===== src/rtl/fir4_pkg.sv =====
// ============================================================================
// Module      : fir4_pkg
// Description : Shared types, widths and helpers for the 4-tap FIR inverter.
// Revision    : 1.0 - initial release
// ============================================================================
`default_nettype none

package fir4_pkg;

    typedef enum logic [0:0] {
        RUN   = 1'b0,
        FAULT = 1'b1
    } state_t;

    localparam int DEF_W = 16;
    localparam int DW    = DEF_W + 4;

    // Moving-sum width: four w-bit terms need two extra bits.
    function automatic int sum_w(input int w);
        return w + 2;
    endfunction

    // Datapath width: sum width plus sign and headroom for the h3 add.
    function automatic int dp_w(input int w);
        return w + 4;
    endfunction

endpackage

`default_nettype wire


===== src/rtl/fir4inv_hist.sv =====
// ============================================================================
// Module      : fir4inv_hist
// Description : 4-deep shift register of recovered samples, exposing the oldest.
// Revision    : 1.0 - initial release
// ============================================================================
`default_nettype none

module fir4inv_hist #(
    parameter int W = 16
) (
    input  logic         clk,
    input  logic         reset,
    input  logic         clr,
    input  logic         shift,
    input  logic [W-1:0] din,
    output logic [W-1:0] h_oldest
);

    logic [W-1:0] hist_q [4];
    logic [W-1:0] hist_d [4];

    always_comb begin
        for (int i = 0; i < 4; i++) begin
            hist_d[i] = hist_q[i];
        end
        if (clr) begin
            for (int i = 0; i < 4; i++) begin
                hist_d[i] = '0;
            end
        end else if (shift) begin
            hist_d[0] = din;
            for (int i = 1; i < 4; i++) begin
                hist_d[i] = hist_q[i-1];
            end
        end
    end

    always_ff @(posedge clk) begin
        if (reset) begin
            for (int i = 0; i < 4; i++) begin
                hist_q[i] <= '0;
            end
        end else begin
            for (int i = 0; i < 4; i++) begin
                hist_q[i] <= hist_d[i];
            end
        end
    end

    assign h_oldest = hist_q[3];

endmodule

`default_nettype wire


===== src/rtl/fir4_inverse.sv =====
// ============================================================================
// Module      : fir4_inverse
// Description : Recovers w-bit samples from a 4-tap moving sum, flags faults.
// Revision    : 1.0 - initial release
// ============================================================================
`default_nettype none

module fir4_inverse
    import fir4_pkg::*;
#(
    parameter int W  = 16,
    parameter int CW = 8
) (
    input  logic                clk,
    input  logic                reset,
    input  logic                in_valid,
    input  logic [W+1:0]        s_in,
    input  logic                resync,
    output logic                out_valid,
    output logic [W-1:0]        a_out,
    output logic                err,
    output logic [CW-1:0]       err_count
);

    localparam int            c_SW  = sum_w(W);
    localparam int            c_DW  = dp_w(W);
    localparam logic [CW-1:0] c_ONE = {{(CW-1){1'b0}}, 1'b1};

    state_t            state_q, state_d;
    logic [c_SW-1:0]   s_prev_q, s_prev_d;
    logic [W-1:0]      a_out_q, a_out_d;
    logic              out_valid_q, out_valid_d;
    logic              err_q, err_d;
    logic [CW-1:0]     err_count_q, err_count_d;

    logic [W-1:0]      w_h3;
    logic [c_DW-1:0]   w_diff;
    logic              w_legal;
    logic              w_shift;

    // Two's-complement wrap in c_DW bits yields the signed result directly.
    assign w_diff  = {2'b00, s_in} - {2'b00, s_prev_q} + {4'b0000, w_h3};
    assign w_legal = (w_diff[c_DW-1:W] == '0);

    always_comb begin
        state_d     = state_q;
        s_prev_d    = s_prev_q;
        a_out_d     = a_out_q;
        out_valid_d = 1'b0;
        err_d       = err_q;
        err_count_d = err_count_q;
        w_shift     = 1'b0;

        if (resync) begin
            state_d  = RUN;
            s_prev_d = '0;
            err_d    = 1'b0;
        end else if (state_q == RUN && in_valid) begin
            if (w_legal) begin
                s_prev_d    = s_in;
                a_out_d     = w_diff[W-1:0];
                out_valid_d = 1'b1;
                w_shift     = 1'b1;
            end else begin
                state_d = FAULT;
                err_d   = 1'b1;
                if (err_count_q != {CW{1'b1}}) begin
                    err_count_d = err_count_q + c_ONE;
                end
            end
        end
    end

    always_ff @(posedge clk) begin
        if (reset) begin
            state_q     <= RUN;
            s_prev_q    <= '0;
            a_out_q     <= '0;
            out_valid_q <= 1'b0;
            err_q       <= 1'b0;
            err_count_q <= '0;
        end else begin
            state_q     <= state_d;
            s_prev_q    <= s_prev_d;
            a_out_q     <= a_out_d;
            out_valid_q <= out_valid_d;
            err_q       <= err_d;
            err_count_q <= err_count_d;
        end
    end

    fir4inv_hist #(
        .W (W)
    ) u_hist (
        .clk      (clk),
        .reset    (reset),
        .clr      (resync),
        .shift    (w_shift),
        .din      (w_diff[W-1:0]),
        .h_oldest (w_h3)
    );

    assign out_valid = out_valid_q;
    assign a_out     = a_out_q;
    assign err       = err_q;
    assign err_count = err_count_q;

endmodule

`default_nettype wire


===== config.mk =====
export PLATFORM = sky130hd
export DESIGN_NAME = fir4_inverse
export DESIGN_NICKNAME = d
export VERILOG_FILES = /design/src/rtl/fir4_pkg.sv /design/src/rtl/fir4inv_hist.sv /design/src/rtl/fir4_inverse.sv
export SDC_FILE = /design/constraint.sdc
export NUM_CORES = 1
export LEC_CHECK = 0
export CAP_MARGIN = 20
export CORE_MARGIN = 4
export CORE_UTILIZATION = 50
export CTS_BUF_LIST = sky130_fd_sc_hd__clkbuf_16
export DETAILED_ROUTE_END_ITERATION = 10
export PLACE_DENSITY_LB_ADDON = 0.1
export SETUP_SLACK_MARGIN = 0.5
export SYNTH_ARGS = -nofsm -noshare
export SYNTH_HDL_FRONTEND = slang
export SYNTH_SLANG_ARGS = --single-unit

===== constraint.sdc =====
create_clock -name clk -period 7 [get_ports clk]
set_input_delay 1.4 -clock clk [delete_from_list [all_inputs] [get_ports clk]]
set_output_delay 1.4 -clock clk [all_outputs]
set_load 0.02 [all_outputs]

# Word level (Yosys, flattened, before mapping)
# Memories as Yosys holds them, arrays and structs flattened.
# Index checks and enable logic that the tools add are counted.
# word_totals
reg_bits	44
mem_bits_rw	64
input_bits	22
output_inout_bits	26
elab_cells	36
mem_count	1
# op_classes
add_sub_neg	3
eq_ne	1
n_mux	12
bitwise	7
reduce_logical	7
# memory_table
name	words	word_bits	read_ports	rd_ports_with_merged_regs	write_ports	line	source
u_hist.hist_q	4	16	4	0	4	fir4inv_hist.sv:19	logic [W-1:0] hist_q [4];
# op_table
op	n
two-way mux 64 bit	2
two-way mux 16 bit	4
adder 19 x 17 -> 20 bit	1
subtractor 18 x 18 -> 19 bit	1
adder 8 x 1 -> 8 bit, second input constant	1
!= test 8 bit, second input constant	1
two-way mux 1 bit	6
logical NOT 4 bit	1
bitwise OR 1 bit	4
AND reduction 2 bit	2
AND reduction 4 bit	1
inverter 1 bit	3
AND reduction 3 bit	1
OR reduction 2 bit	1
logical AND 1 bit	1

# Depth between registers and ports, before layout
# Gate-level depths: netlist of the first run.
# depth
word_depth	9
depth_mapped	22
mapped_depth_nobuf	19

# Cells and area by module
# From an unflattened synthesis of the first run, not the netlist that was laid out.
# unflattened
cells_unflattened	667
hier_area_um2	6109.6
# by_module_without_submodules
mod	instances	cells_each	area_each_um2	seq_area_each_um2
fir4_inverse	1	460	3761.1	880.8
fir4inv_hist	1	207	2348.5	1281.2

# Worst setup path before layout of the first run
# No wires, ideal clock.
# synth_path
path_kind	input-to-reg
startpoint	input port s_in[4]
endpoint	register err_count_q[2], in the netlist err_count[2]
setup_ns	0.121
t_arrival_ns	5.326
required_time_ns	6.879
path_slack_ns	1.553
stages	17
n_path_buf	1
cell_sequence	ha_1 -> a21o_1 -> a31oi_1 -> nand2_1 -> a31oi_1 -> o21ba_2 -> xnor2_1 -> ha_1 -> a211o_1 -> o32a_1 -> and3_1 -> a311o_1 -> and3_4 -> a31o_1 -> clkbuf_1 -> nor3b_1 -> mux2_2
# synth_via
elab_chain_cells	5
# synth_lines
item	line	source
start: declaration	fir4_inverse.sv:17	input logic [W+1:0] s_in,
subtractor 18 x 18 -> 19 bit	fir4_inverse.sv:42	assign w_diff = {2'b00, s_in} - {2'b00, s_prev_q} + {4'b0000, w_h3};
adder 19 x 17 -> 20 bit	fir4_inverse.sv:42	
logical NOT 4 bit	fir4_inverse.sv:43	assign w_legal = (w_diff[c_DW-1:W] == '0);
inverter 1 bit (no source line)	--	
AND reduction 4 bit (no source line)	--	
end signal: assignment	fir4_inverse.sv:88	err_count_q <= err_count_d;
end: declaration	fir4_inverse.sv:34	logic [CW-1:0] err_count_q, err_count_d;
# No other way between the ends.
# A chain may end at the register's enable or synchronous reset.

# Worst setup path after layout of the first run
# layout_path
startpoint	input port s_in[4]
endpoint	register a_out_q[0], in the netlist a_out[0]
# layout_via
elab_chain_cells	4
# layout_lines
item	line	source
subtractor 18 x 18 -> 19 bit	fir4_inverse.sv:42	
adder 19 x 17 -> 20 bit	fir4_inverse.sv:42	
logical NOT 4 bit	fir4_inverse.sv:43	
AND reduction 3 bit (no source line)	--	
end signal: assignment	fir4_inverse.sv:85	a_out_q <= a_out_d;
end: declaration	fir4_inverse.sv:31	logic [W-1:0] a_out_q, a_out_d;
# No other way between the ends.

==> results of run 1 <==
[cells in the mapped netlist, types with 4 or more instances]
cell | number | area, µm²
sky130_fd_sc_hd__a21o_1 | 8 | 60.1
sky130_fd_sc_hd__nor2_1 | 17 | 63.8
sky130_fd_sc_hd__xnor2_1 | 19 | 166
sky130_fd_sc_hd__clkbuf_1 | 23 | 86.3
sky130_fd_sc_hd__and2_1 | 4 | 25.0
sky130_fd_sc_hd__nand4_1 | 4 | 25.0
sky130_fd_sc_hd__a21oi_1 | 34 | 170
sky130_fd_sc_hd__mux2_2 | 4 | 45.0
sky130_fd_sc_hd__o21bai_1 | 4 | 30.0
sky130_fd_sc_hd__inv_1 | 28 | 105
sky130_fd_sc_hd__o211ai_1 | 9 | 67.6
sky130_fd_sc_hd__ha_1 | 35 | 438
sky130_fd_sc_hd__nand3_1 | 19 | 95.1
sky130_fd_sc_hd__nand2_1 | 130 | 488
sky130_fd_sc_hd__mux2i_1 | 69 | 691
sky130_fd_sc_hd__buf_6 | 7 | 78.8
sky130_fd_sc_hd__nor2b_1 | 8 | 50.1
sky130_fd_sc_hd__dfxtp_1 | 108 | 2160
sky130_fd_sc_hd__and3_1 | 9 | 56.3
sky130_fd_sc_hd__o2111ai_1 | 12 | 105
sky130_fd_sc_hd__xor2_1 | 7 | 61.3
sky130_fd_sc_hd__a21boi_0 | 5 | 37.5
sky130_fd_sc_hd__buf_2 | 4 | 20.0
sky130_fd_sc_hd__a31oi_1 | 4 | 25.0
sky130_fd_sc_hd__nor3_1 | 4 | 20.0
sky130_fd_sc_hd__o21ai_0 | 32 | 160
sky130_fd_sc_hd__o21a_1 | 8 | 60.1
[metrics by stage]
stage,power (µW),hold WS (ns),worst slack (ns)
after global routing,1340,0.479,0.664
final,1290,0.453,1.03
after detailed placement,821,0.450,0.635
after CTS,1300,0.460,1.01
after floorplan,769,0.435,1.55
after global placement,818,0.443,0.687
[worst max-delay path: stages]
cell	delay (ns)
sky130_fd_sc_hd__clkdlybuf4s50_1	0.44
sky130_fd_sc_hd__ha_1	0.38
sky130_fd_sc_hd__a21o_1	0.18
sky130_fd_sc_hd__a31oi_1	0.19
sky130_fd_sc_hd__nand2_1	0.14
sky130_fd_sc_hd__a31oi_1	0.38
sky130_fd_sc_hd__o21ba_2	0.24
sky130_fd_sc_hd__xnor2_1	0.14
sky130_fd_sc_hd__ha_1	0.33
sky130_fd_sc_hd__a211o_1	0.34
sky130_fd_sc_hd__o32a_1	0.34
sky130_fd_sc_hd__and3_1	0.20
sky130_fd_sc_hd__a311o_1	0.37
sky130_fd_sc_hd__and3_4	0.20
sky130_fd_sc_hd__and3_1	0.23
sky130_fd_sc_hd__buf_4	0.22
sky130_fd_sc_hd__o2111ai_1	0.33
sky130_fd_sc_hd__o21ai_0	0.14
[logic make-up (layout without fill, tap and decap cells)]
kind of cell	count (synthesis)	after routing	share of synthesized area, %
multiplexers	73	73	12.7
AO/OA/AOI/OAI	142	142	16.5
AND/OR/NAND/NOR	211	211	16.3
flip-flops	108	108	37.3
XOR/XNOR	26	26	3.92
adder cells (fa/ha/maj)	37	37	8.24
buffers and inverters	63	100	5.07
[power by group through the flow]
stage          clock network, µW  registers, µW  logic [µW]
5_1_grt                      517            623         204
2_1_floorplan                  0            640         129
3_3_place_gp                   0            637         182
6_report                     479            622         184
3_5_place_dp                   0            637         184
4_1_cts                      496            622         185
[path summary, 6_finish.rpt]
kind / from / to / slack [ns] / depth (start not counted)
max: s_in[4] / a_out[0]$_SDFFE_PP0P_ / 1.03 / 18
min: a_out[7]$_SDFFE_PP0P_ / a_out[7]$_SDFFE_PP0P_ / 0.45 / 2
max reg2reg: s_prev_q[1]$_SDFFE_PP0P_ / a_out[0]$_SDFFE_PP0P_ / 2.16 / 18
min reg2reg: a_out[7]$_SDFFE_PP0P_ / a_out[7]$_SDFFE_PP0P_ / 0.45 / 2
[routing by layer]
layer / wire, µm / vias up
met1: 6010 / 2183
met5: 0 / -
met3: 620 / 10
li1: - / 2391
met4: 126 / 0
met2: 5790 / 88
[layout make-up]
type,count,share of cell area [%]
multi-input combinational,489,50.6
tap,143,2.69
inverter,29,1.64
clock buffer,9,3.39
timing repair buffer,55,8.42
sequential,108,32.5
clock inverter,7,0.716
[registers in the layout, summed over array words and instances (netlist names)]
| register | flops |
|---|---|
| s_prev_q | 18 |
| a_out | 16 |
| err_count | 8 |
| u_hist.hist_q | 64 |
| out_valid | 1 |
| err | 1 |
==> results, run 1 <==
- The global placement routability congestion is 0.835.
- The total I/O pin count is 48.
- The net switching share of the total power is between 20% and 30%.
- The total iterations of the first detailed-routing run is 4.
- Setup violations remaining at the end of the flow were counted as 0.
- For this run, global-route usage on met1 was measured as 26.9%.
- The number of storage elements in the synthesis netlist is 108.
- The via count of the first global-routing pass was approximately 4300.
- Summing all multi-input logic gate instances after layout gives between 3000 and 4000 µm².
- The site row count is 39.
- The pin count of the biggest net entering global routing is 60.
- The fraction of the yosys area taken by sequential cells is approximately 37%.
- Max-cap violations in this run came to 0.
- For the worst-skew pair, the clock arrives at the later sink with an insertion delay of 0.35 ns.
- Clock-pin slew was measured on the worst setup and hold paths at approximately 0.07 ns.
- In this run the tool buffered the top-level ports with between 40 and 50 buffer cells.
- In the global route stage, met2 resource usage came out at roughly a third.
- The effective utilization at floorplan is between 50% and 60%.
- In this run, synthesis inferred 0 flip-flops with an integrated enable.
- In this run the number of H-tree levels came out at 3.
- The die area is 13400 µm².
- For this block, the routed nets add up to roughly 13000 µm of wire.
- The layout net count is ~750.
- The flow ran to the end, and the final reports show no timing, DRC or antenna violations.
- The total via count in the routed design is about 4700.
- The number of failing hold endpoints at the final stage came to 0.
- The power per cell area is ~190 nW/µm².
- The average size of a mapped cell is roughly 8.8 µm².
- The number of placed instances, taps included is 824.
- Per report_power, the combinational group accounts for 14.3% of the total.
- The internal power of the cells totals around 940 µW.
- The combined area of all synthesized cells is 5800 µm².
- The leading cell type in the layout, fill and taps excluded is sky130_fd_sc_hd__nand2_1.
- The final-report max-slew violation count was 0.
- At the end of the flow the core is filled with cells to slightly below 60%.
- The first global-routing pass estimated 20800 µm of wire.
- Yosys printed 0 warnings.
- Once detail routing completed, the nets flagged for antenna violations numbered 0.
- The worst setup path is captured at a register.
- Of the available clock period, the critical path in the final layout requires 85.3%.
- Global routing used roughly a fifth of the available tracks across all layers.
- Measured against its own limit, the worst slew margin works out to 38.7%.
- In the global route stage, met3 resource usage came out at ~4.0%.
- The first routing iteration left between 300 and 400 violations.
- The total of fill cells in the finished design is about 1000.
- The critical path data required time is 7.22 ns.
- Subtracting the final worst setup slack from the clock period gives a little under 6 ns.
- The clock tree from TritonCTS is done.
- In the synthesized netlist the dominant register cell turns out to be sky130_fd_sc_hd__dfxtp_1.
- The total area inside the core boundary comes to between 10000 and 15000 µm².
- In the layout the commonest cells are 130 x sky130_fd_sc_hd__nand2_1, 108 x sky130_fd_sc_hd__dfxtp_1, 69 x sky130_fd_sc_hd__mux2i_1, 47 x sky130_fd_sc_hd__clkdlybuf4s50_1, 35 x sky130_fd_sc_hd__ha_1.
- Using the TritonRoute via totals, the vias-per-cell ratio works out to ~5.6.
- The most used routing layer in global routing is met2.
- The placed instance area is between 6000 and 7000 µm².
- The finished cells cover between 6000 and 7000 µm².
- The final setup TNS is 0 ns.
- Per report_power, the sequential group accounts for 48.4% of the total.
- The worst-case IR drop observed on VDD is roughly 0.00018 V.
- STA classifies the critical path startpoint as a primary input.
- In the synthesized netlist the async set-or-reset flop fraction comes to 0%.
- The number of distinct library cells after synthesis is 55.
- The estimated wirelength of the detail-placed design is approximately 9500 µm.
- Between clock sinks in the finished design, the worst skew comes to 0.00649 ns.
- In the synthesized netlist, the number of instances is 660.
- The area overhead of the layout relative to synthesis is 14.5%.
- Synthesis produced a netlist with a net count of slightly above 700.
- The clock drives around 110 sinks.
- The number of antenna diodes in the final layout is 0.
- The path class of the lowest-slack min-delay path is reg -> reg.
- The count of hold buffers inserted by post-cts repair is 0.
- The post-CTS setup repair buffer count is 0.
- For the pin with the worst max-slew slack, the measured transition is just over 0.9 ns.
- Of the cells placed in the final design, the portion with a size suffix greater than 1 is ~5.5%.
- The die is ~120 µm wide.
- The vertical die dimension is between 100 and 150 µm.
- The net switching power of the design is around 350 µW.
- Across the whole layout, storage elements account for 2160 µm².
- The total DRC errors in the routed layout is 0.
- The achievable frequency is roughly 170 MHz.
- Excluding fillers, the count of instances in the completed layout stands at 840.
- The worst setup path is of the in -> reg kind.
- The root buffer cell is sky130_fd_sc_hd__clkbuf_16.
- For this design the static power due to leakage is ~0.0025 µW.
- The maximum root-to-sink buffer count is 2.
- Along the worst path, the maximum fanout reaches 12.
- The final routed wire length divided by cell count is 14.9 µm.
- The initial antenna violation count is 0.
- The part of the power in the clock network is approximately 37%.
- The worst endpoint data arrival time is roughly 6.2 ns.
- Setup repair after global routing left no endpoint under its margin.
- TritonCTS created 9 clock buffers.
- For this run the aggregate overflow at the end of global routing stands at 0.
- The post-cts repair resize count is 0.
(Power assumes the default switching activity.)
==> inputs of run 2 (changes only) <==
--- a/config.mk
+++ b/config.mk
@@ -6,9 +6,11 @@
 export NUM_CORES = 1
 export LEC_CHECK = 0
 export CAP_MARGIN = 20
+export CORE_ASPECT_RATIO = 0.6
 export CORE_MARGIN = 4
 export CORE_UTILIZATION = 50
 export CTS_BUF_LIST = sky130_fd_sc_hd__clkbuf_16
+export CTS_CLUSTER_SIZE = 14
 export DETAILED_ROUTE_END_ITERATION = 10
 export PLACE_DENSITY_LB_ADDON = 0.1
 export SETUP_SLACK_MARGIN = 0.5
==> results, run 2 (synthesis results as in run 1) <==
- The final wirelength is between 10000 and 15000 µm.
- Of the total power, the clock network draws 39.6%.
- The relative contribution of sequential cells to total power is between 40% and 50%.
- The net switching power of the design is about 360 µW.
- For this run, design rule violations remaining after detail routing come to 0.
- The pin count of the biggest net entering global routing is 104.
- The path class of the lowest-slack min-delay path is reg -> reg.
- The category of the worst setup path capture point is a register.
- At the end of routability-driven placement, the weighted congestion stood at around 0.91.
- The wire length of the first global-routing pass is 23100 µm.
- The smallest clock period supported by the final layout is computed as ~6.3 ns.
- The largest single stage delay on the critical path is 0.62 ns.
- The setup violation total in the final timing report is 0.
- The achievable frequency is 159 MHz.
- The floorplan has 30 rows.
- The total I/O pin count is between 40 and 50.
- The count of input and output buffers is 47.
- 0 antenna diodes ended up in the layout.
- Once layout is done, the placed cells without fillers occupy between 6000 and 7000 µm².
- Compared with the post-synthesis result, the final layout area differs by 15.5%.
- The H-tree depth is 3.
- The floorplan core area is 11300 µm².
- The total iterations of the first detailed-routing run is 5.
- The total global-route track usage is 20.8%.
- The library cell used most frequently in the layout, excluding fill and tap cells, is sky130_fd_sc_hd__nand2_1.
- Once the floorplan was initialized, standard cells occupied 51.2% of the core.
- The total congestion overflow after global routing is 0.
- The top cell types in the final layout, fill and taps aside, are 130 x sky130_fd_sc_hd__nand2_1, 108 x sky130_fd_sc_hd__dfxtp_1, 69 x sky130_fd_sc_hd__mux2i_1, 47 x sky130_fd_sc_hd__clkdlybuf4s50_1, 35 x sky130_fd_sc_hd__ha_1.
- Counting flops per register, the top entry is u_hist.hist_q.
- The clock drives roughly 110 sinks.
- The total via count in the routed design is just under 5000.
- The mean number of vias per cell is between 5 and 6.
- The number of failing hold endpoints at the final stage is 0.
- The critical path startpoint category is a primary input.
- The internal power of the cells is approximately 980 µW.
- The layout net count is 752.
- The worst-path cell with the longest stage delay is sky130_fd_sc_hd__o21a_2.
- The worst slew margin relative to its limit is 32.1%.
- The total of fill cells in the finished design is between 1000 and 1500.
- For the worst-skew pair, the clock arrives at the later sink with an insertion delay of roughly 0.35 ns.
- The final-report max-slew violation count is 0.
- The number of clock buffers added by TritonCTS is 9.
- Summed over all failing endpoints, the final setup total negative slack is 0 ns.
- Of all nets on the critical path, the largest fanout is 16.
- The count of buffer and inverter cells on the critical path is 1.
- The largest delay contributor family on the critical path is compound AO/OA/AOI/OAI gates.
- The type of the worst setup path is in -> reg.
- Of the total power, the share spent switching nets is a little over a quarter.
- The number of nets with antenna violations after routing is 0.
- The worst endpoint data arrival time is around 6.6 ns.
- The vertical die dimension is around 91 µm.
- The run finished with clean final reports.
- The largest voltage drop on the vdd net is between 0.0001 and 0.00015 V.
- The leakage power is 0.00247 µW.
- The clock transition at the registers of the reported paths is ~0.07 ns.
- The critical path data required time is 7.27 ns.
- The number of DRC markers in iteration 0 is roughly 310.
- Buffers inserted to repair hold after CTS numbered 0.
- The share of total power dissipated in combinational logic is 14.1%.
- The die area is about 13000 µm².
- The signal on the critical path passes through clkdlybuf4s50_1 -> ha_1 -> a21o_1 -> a31oi_1 -> nand2_1 -> a31oi_1 -> o21ba_2 -> xnor2_1 -> ha_1 -> a211o_1 -> o32a_1 -> and3_1 -> a311o_1 -> a21oi_1 -> o21ba_2 -> o21a_2 -> mux2i_1.
- The register with the most flip-flops in the layout has 64 of them.
- For the pin with the worst max-slew slack, the measured transition is between 1 and 1.5 ns.
- The total of max-cap violations is 0.
- The final routed wire length divided by cell count is roughly 16 µm.
- Setup repair after global routing could not meet its margin everywhere.
- The via count of the first global-routing pass is approximately 4600.
- Dividing total power by cell area gives a power density of 201 nW/µm².
- TritonCTS built the clock tree.
- Counting along the longest clock path gives a buffer depth of 2.
- Setup slack on the worst reg-to-reg path comes out at roughly 1.9 ns.
- The tree is rooted in a sky130_fd_sc_hd__clkbuf_16.
- The fraction of layout cells with a size suffix above 1 is 5.73%.
- The estimated wirelength of the detail-placed design is 9670 µm.
- The initial antenna violation count is 0.
- Across the routed clock network, the largest skew measured is about 0.0075 ns.
- The floorplan die width is roughly 150 µm.
- In this run the cell area measured after placement is 6350 µm².
- The ratio of final minimum period to clock period is 90.0%.
run 2: changes by cell type in the layout (fill, tap and decap cells not counted), sizes merged:
cell	delta
clkinv	-2
clkinvlp	+1
buf	-1
o21a	+2
bufinv	+1
run 2: timing repair:
item | in CTS | in global routing
endpoints found under the hold margin | 0 | 0
endpoints found under the setup margin | 16 | 22
gates cloned | 1 | 1
buffers inserted | 0 | 0
gates resized for setup | 0 | 1
run 2: routing by layer:
layer,track usage [%],up-vias,wire length (µm)
met5,0,-,0
met3,4.44,14,506
met1,30.0,2321,7270
li1,-,2405,-
met2,32.0,93,6130
met4,4.81,0,160
run 2: power by group through the flow:
stage | Combinational, µW | Sequential [µW] | Clock (µW)
6_report | 190 | 622 | 532
3_5_place_dp | 183 | 637 | 0
3_3_place_gp | 178 | 637 | 0
5_1_grt | 206 | 623 | 565
2_1_floorplan | 129 | 640 | 0
4_1_cts | 185 | 622 | 540
run 2: layout make-up:
cell class / instances / area (µm²) / share of cell area [%]
sequential: 108 / 2160 / 32.3
clock buffer: 9 / 225 / 3.36
inverter: 29 / 109 / 1.62
clock inverter: 7 / 82.6 / 1.23
multi-input combinational: 491 / 3390 / 50.5
timing repair buffer: 54 / 536 / 7.99
tap: 160 / 200 / 2.99
run 2: worst paths after layout:
kind                            depth (start not counted)                                end                      from
worst max-delay path                                   17  u_hist.hist_q[0][60]$_SDFFE_PP0P_                   s_in[4]
worst min-delay path                                    2           s_prev_q[5]$_SDFFE_PP0P_  s_prev_q[5]$_SDFFE_PP0P_
worst max register to register                         17  u_hist.hist_q[0][60]$_SDFFE_PP0P_  s_prev_q[4]$_SDFFE_PP0P_
worst min register to register                          2           s_prev_q[5]$_SDFFE_PP0P_  s_prev_q[5]$_SDFFE_PP0P_
run 2: per-stage QoR:
step,util (%),setup slack [ns],cells,hold slack (ns),total power [µW]
6_report,59.1,0.698,858,0.460,1340
3_5_place_dp,56.0,0.127,839,0.449,820
5_1_grt,59.1,0.479,858,0.482,1390
4_1_cts,58.8,0.498,856,0.462,1350
3_3_place_gp,55.9,0.250,838,0.443,815
2_1_floorplan,-,1.55,660,0.435,769
run 2: worst reg2reg max path, cell delays in order (launching register included):
cell and delay, ns:
sky130_fd_sc_hd__dfxtp_1 0.33, sky130_fd_sc_hd__inv_1 0.04, sky130_fd_sc_hd__ha_1 0.34, sky130_fd_sc_hd__a21o_1 0.19, sky130_fd_sc_hd__a31oi_1 0.23, sky130_fd_sc_hd__nand2_1 0.15
sky130_fd_sc_hd__a31oi_1 0.41, sky130_fd_sc_hd__o21ba_2 0.25, sky130_fd_sc_hd__xnor2_1 0.14, sky130_fd_sc_hd__ha_1 0.33, sky130_fd_sc_hd__a211o_1 0.33, sky130_fd_sc_hd__o32a_1 0.35
sky130_fd_sc_hd__and3_1 0.20, sky130_fd_sc_hd__a311o_1 0.37, sky130_fd_sc_hd__a21oi_1 0.22, sky130_fd_sc_hd__o21ba_2 0.27, sky130_fd_sc_hd__o21a_2 0.62, sky130_fd_sc_hd__mux2i_1 0.27
